[config.mk]
export PLATFORM = sky130hd
export DESIGN_NAME = serializer
export DESIGN_NICKNAME = d
export VERILOG_FILES = /design/src/rtl/serializer_pkg.sv /design/src/rtl/fifo_sync.sv /design/src/rtl/serializer.sv
export SDC_FILE = /design/constraint.sdc
export NUM_CORES = 1
export LEC_CHECK = 0
export ABC_AREA = 1
export CORE_MARGIN = 2
export CORE_UTILIZATION = 45
export CTS_CLUSTER_DIAMETER = 150
export CTS_CLUSTER_SIZE = 28
export DETAILED_ROUTE_END_ITERATION = 16
export PLACE_DENSITY_LB_ADDON = 0.1
export SYNTH_ARGS = -nofsm -noshare
export SYNTH_HDL_FRONTEND = slang
export SYNTH_SLANG_ARGS = --single-unit
[constraint.sdc]
create_clock -name clk -period 2.2 [get_ports clk]
set_clock_uncertainty 0.1 [all_clocks]
set_input_delay 0.44 -clock clk [delete_from_list [all_inputs] [get_ports clk]]
set_output_delay 0.44 -clock clk [all_outputs]
set_load 0.05 [all_outputs]
[src/rtl/serializer_pkg.sv]
`default_nettype none
// ============================================================================
// serializer_pkg : shared state encoding and width helper for the serializer
// Revision       : 1.0 - initial release
// ============================================================================
package serializer_pkg;

  typedef enum logic {
    ST_IDLE  = 1'b0,
    ST_SHIFT = 1'b1
  } state_t;

  // Smallest n such that 2**n >= value; returns 0 for value <= 1.
  function automatic int clog2(input int value);
    int r;
    int v;
    r = 0;
    v = value - 1;
    while (v > 0) begin
      r = r + 1;
      v = v >> 1;
    end
    return r;
  endfunction

endpackage
`default_nettype wire

[src/rtl/fifo_sync.sv]
`default_nettype none
// ============================================================================
// fifo_sync : single-clock FIFO, head word visible combinationally on rdata
// Revision  : 1.0 - initial release
// ============================================================================
module fifo_sync
  import serializer_pkg::*;
#(
  parameter int D_WIDTH    = 8,
  parameter int FIFO_DEPTH = 4
) (
  input  logic               clk,
  input  logic               rst_n,
  input  logic               push,
  input  logic               pop,
  input  logic [D_WIDTH-1:0] wdata,
  output logic [D_WIDTH-1:0] rdata,
  output logic               full,
  output logic               empty
);

  localparam int PTR_W = clog2(FIFO_DEPTH);
  localparam logic [PTR_W:0] C_DEPTH = (PTR_W+1)'(FIFO_DEPTH);

  logic [D_WIDTH-1:0] r_mem [FIFO_DEPTH];
  logic [PTR_W-1:0]   r_wr_ptr;
  logic [PTR_W-1:0]   r_rd_ptr;
  logic [PTR_W:0]     r_count;
  logic               w_push_ok;
  logic               w_pop_ok;

  // A push on a full FIFO still fits when the head leaves on the same edge.
  assign w_pop_ok  = pop && (r_count != '0);
  assign w_push_ok = push && ((r_count != C_DEPTH) || w_pop_ok);

  assign rdata = r_mem[r_rd_ptr];
  assign full  = (r_count == C_DEPTH);
  assign empty = (r_count == '0);

  always_ff @(posedge clk) begin
    if (w_push_ok) begin
      r_mem[r_wr_ptr] <= wdata;
    end
  end

  always_ff @(posedge clk or negedge rst_n) begin
    if (!rst_n) begin
      r_wr_ptr <= '0;
      r_rd_ptr <= '0;
      r_count  <= '0;
    end else begin
      if (w_push_ok) begin
        r_wr_ptr <= r_wr_ptr + PTR_W'(1);
      end
      if (w_pop_ok) begin
        r_rd_ptr <= r_rd_ptr + PTR_W'(1);
      end
      case ({w_push_ok, w_pop_ok})
        2'b10:   r_count <= r_count + (PTR_W+1)'(1);
        2'b01:   r_count <= r_count - (PTR_W+1)'(1);
        default: r_count <= r_count;
      endcase
    end
  end

endmodule
`default_nettype wire

[src/rtl/serializer.sv]
`default_nettype none
// ============================================================================
// serializer : buffered parallel-to-serial stage, MSB first, first/last strobes
// Revision   : 1.0 - initial release
// ============================================================================
module serializer
  import serializer_pkg::*;
#(
  parameter int D_WIDTH    = 8,
  parameter int FIFO_DEPTH = 4
) (
  input  logic               clk,
  input  logic               rst_n,
  input  logic [D_WIDTH-1:0] data_i,
  input  logic               valid_i,
  output logic               data_o,
  output logic               valid_o,
  output logic               first_o,
  output logic               last_o,
  output logic               busy_o,
  output logic               full_o,
  output logic               empty_o,
  output logic               overflow_o
);

  localparam int CNT_W = clog2(D_WIDTH);

  state_t             r_state;
  state_t             w_state_nxt;
  logic [D_WIDTH-1:0] r_shift;
  logic [D_WIDTH-1:0] w_shift_nxt;
  logic [CNT_W-1:0]   r_cnt;
  logic [CNT_W-1:0]   w_cnt_nxt;
  logic               r_first;
  logic               w_first_nxt;
  logic               r_overflow;
  logic               w_pop;
  logic               w_full;
  logic               w_empty;
  logic [D_WIDTH-1:0] w_head;

  fifo_sync #(
    .D_WIDTH    (D_WIDTH),
    .FIFO_DEPTH (FIFO_DEPTH)
  ) u_fifo (
    .clk   (clk),
    .rst_n (rst_n),
    .push  (valid_i),
    .pop   (w_pop),
    .wdata (data_i),
    .rdata (w_head),
    .full  (w_full),
    .empty (w_empty)
  );

  always_ff @(posedge clk or negedge rst_n) begin
    if (!rst_n) begin
      r_state    <= ST_IDLE;
      r_shift    <= '0;
      r_cnt      <= '0;
      r_first    <= 1'b0;
      r_overflow <= 1'b0;
    end else begin
      r_state    <= w_state_nxt;
      r_shift    <= w_shift_nxt;
      r_cnt      <= w_cnt_nxt;
      r_first    <= w_first_nxt;
      r_overflow <= valid_i && w_full && !w_pop;
    end
  end

  always_comb begin
    w_state_nxt = r_state;
    w_shift_nxt = r_shift;
    w_cnt_nxt   = r_cnt;
    w_first_nxt = 1'b0;
    w_pop       = 1'b0;
    case (r_state)
      ST_IDLE: begin
        if (!w_empty) begin
          w_pop       = 1'b1;
          w_shift_nxt = w_head;
          w_cnt_nxt   = CNT_W'(D_WIDTH - 1);
          w_first_nxt = 1'b1;
          w_state_nxt = ST_SHIFT;
        end
      end
      ST_SHIFT: begin
        if (r_cnt == '0) begin
          // Reload straight from the FIFO so consecutive words have no gap.
          if (!w_empty) begin
            w_pop       = 1'b1;
            w_shift_nxt = w_head;
            w_cnt_nxt   = CNT_W'(D_WIDTH - 1);
            w_first_nxt = 1'b1;
          end else begin
            w_shift_nxt = {r_shift[D_WIDTH-2:0], 1'b0};
            w_state_nxt = ST_IDLE;
          end
        end else begin
          w_shift_nxt = {r_shift[D_WIDTH-2:0], 1'b0};
          w_cnt_nxt   = r_cnt - CNT_W'(1);
        end
      end
      default: w_state_nxt = ST_IDLE;
    endcase
  end

  assign data_o     = r_shift[D_WIDTH-1];
  assign valid_o    = (r_state == ST_SHIFT);
  assign busy_o     = (r_state == ST_SHIFT);
  assign first_o    = r_first;
  assign last_o     = (r_state == ST_SHIFT) && (r_cnt == '0);
  assign full_o     = w_full;
  assign empty_o    = w_empty;
  assign overflow_o = r_overflow;

endmodule
`default_nettype wire

==> impl_results.md <==
- Routed WL: 4.07 mm
- CTS root buf: clkbuf_8
- Initial DRC count: 81
- Port Buffers: 18
- Post-Syn Area: 2320 um^2
- Max-cap violations: 0
- Yosys cell types: 24
- Fin crit share: 90.7%
- DIE AREA: 5740 um^2
- Total number of vias: 1466
- Post-CTS Setup Repair Bufs: 0
- Post-synthesis sequential area ratio: 64.1%
- Row count: 26
- Fmax: 501 MHz
- Die X-Extent: 75.8 um
- Ports: 19
- CP Class: flop to output port
- Layout net count: 257
- Hold/Removal Path Class: input pin to async pin
- Maximum vdd ir drop: 520 uV
- Status: finished clean
- Routed len/inst: 13.1 um
- Worst-Skew Late Latency: 0.30 ns
- Worst Setup End Kind: output port
- Worst slew pin tran: 0.535 ns
- Post-DR vias/cell: 4.73
- RSZ-0062 raised after global routing: no
- Final HPWL DP: 2.80 mm
- Final hold vios: 0
- Pwr dens: 1320 nW/um^2
- Fin crit period: 2.00 ns
- Ant diodes: 0
- Maximum buffer depth of the clock tree: 2
- Syn_nets: 231
- Slew HR: 64.3%
- GR Util All Layers: 16.6%
- Yosys top cell area share: 41.4%
- Hold buffers post-CTS: 0
- DR pass1 iterations: 4
- Crit path required time: 1.66 ns
- Post-synth top cells: nand2_1, edfxtp_1, nor2_1, o21ai_0, dfrtp_1
- CP max FO: 2
- R2r startpoint: r_cnt[0]$_DFF_PN0_
- Largest net degree at the start of global routing: 22
- Gates resized, CTS repair: 0
- CTS H-tree depth: 2
- Initial Util: 46.0%
- CP max stage cell: clkdlybuf4s50_1
- Clock Sinks: 53
- Crit path max-delay family: buffers and inverters
- Critical-path cell list: clkdlybuf4s50_1
- Max Slew Vio Count: 0
- Crit. Startpoint: r_shift[7]$_DFFE_PN0P_
- GPL Wtd Cong: 0.755
- Cells after Synth: 213
- Setup TNS: 0 ns
- FFs w/ async S/R, synth: 39.6%
- Initial antenna violation count: 0
- Vias in the first global route: 1452
- Count leader, synth: nand2_1
- Warnings from Yosys: 0
- Seq cells post-synth: 53
- CTS clk-pin slew, worst paths: 0.10 ns
- Crit path DAT: 1.46 ns
- Final Setup Violations: 0
- ANT nets after route: 0
- Die Span Y: 75.8 um
- Area delta synth->final: 16.8%
- CTS tree: built
- CP bufs+invs: 1
- First-pass GRT wire length: 6.92 mm
- Layout cells sized above 1: 14.6%
- CTS buffer count: 5
- Fin util: 53.7%
- DR DRC count: 0
- CP Launch Type: flop
- Core Area: 5040 um^2
- Slowest cell delay on critical path: 0.80 ns
- Cell taking the most area after synthesis: edfxtp_1
- Top_reg_cell synth: edfxtp_1
- Largest cells by area after synthesis: edfxtp_1, dfrtp_1, nand2_1, o21ai_0, nor2_1
- P_leak: 1.15 nW
- Remaining global-route overflow: 0
- Syn Area/Cell: 10.9 um^2
- Post-synth EDFFs: 32
-- report_power, final --
group          internal, mW  leakage [nW]  total [mW]  switching, mW
clock network         0.342        0.0554       0.657          0.315
logic                 0.484         0.542        1.37          0.891
registers              1.35         0.551        1.55          0.198
-- flip-flops by register name, indices dropped and copies added (netlist names) --
signal and cells:
r_cnt 3, first_o 1, u_fifo.r_rd_ptr 2, u_fifo.r_count 3, r_shift 8, overflow_o 1
u_fifo.r_mem 32, u_fifo.r_wr_ptr 2, busy_o 1
-- area by class of cell --
cell class              count  area [um^2]
repair buffers             25          243
fillers                   459         2330
inverters                  23         88.8
well taps                  70         87.6
flip-flops and latches     53         1490
clock inverters             2         38.8
clock buffers               6         72.6
multi-input cells         131          692
-- worst paths after layout --
path,slack (ns),to,depth (start not counted)
setup / recovery,0.20,data_o,1
hold / removal,0.37,r_shift[5]$_DFFE_PN0P_,2
setup reg to reg,0.23,u_fifo.r_count[2]$_DFFE_PN0P_,10
hold reg to reg,0.40,r_shift[0]$_DFFE_PN0P_,2
max in group asynchronous,1.40,r_shift[0]$_DFFE_PN0P_,2
min in group clk,0.40,r_shift[0]$_DFFE_PN0P_,2
-- metrics by stage --
step / hold slack, ns / cells / setup slack [ns] / area (um^2) / total power, mW
after floorplan: 0.0444 / 213 / 0.124 / 2320 / 2.59
after CTS: 0.378 / 310 / 0.0288 / 2700 / 3.64
final: 0.375 / 310 / 0.204 / 2710 / 3.58
after global routing: 0.410 / 310 / 0.0536 / 2710 / 3.89
after global placement: 0.369 / 302 / 0.150 / 2590 / 2.94
after detailed placement: 0.381 / 302 / 0.0745 / 2590 / 2.98
-- placed cells by master, fill, tap and decap left out --
cell type / instances
clkinv_4: 1
nand2_2: 4
nand2_4: 4
clkbuf_1: 1
nand4_1: 2
clkbuf_8: 5
o21ai_0: 24
nand2_1: 36
dfrtp_1: 21
nor2_2: 2
a21oi_1: 3
edfxtp_1: 32
bufinv_16: 1
xor2_1: 2
inv_4: 1
fa_1: 1
nand3_1: 11
nor2_1: 30
o21ai_2: 1
clkdlybuf4s50_1: 13
nand3_2: 1
o21ai_1: 2
inv_1: 18
a31oi_1: 1
dlymetal6s2s_1: 2
buf_4: 9
inv_2: 4
ha_1: 6
buf_12: 1
nor2_4: 1
-- logic make-up (layout without fill, tap and decap cells) --
family	count (synthesis)	count (layout)	synth area share [%]
adder cells (fa/ha/maj)	7	7	4.10
AND/OR/NAND/NOR	91	91	18.1
buffers and inverters	29	56	6.09
XOR/XNOR	2	2	0.755
AO/OA/AOI/OAI	31	31	6.90
flip-flops	53	53	64.1
-- layer usage --
layer / part of all wire (%) / wire, um / vias to the layer above / global-route usage, %
li1: - / - / 755 / -
met1: 47 / 1930 / 683 / 22.9
met2: 48 / 1940 / 24 / 26.1
met3: 4.0 / 163 / 4 / 3.97
met4: 1.0 / 41 / 0 / 5.26
met5: 0 / 0 / - / 0
Power figures use the tool's default switching activity.
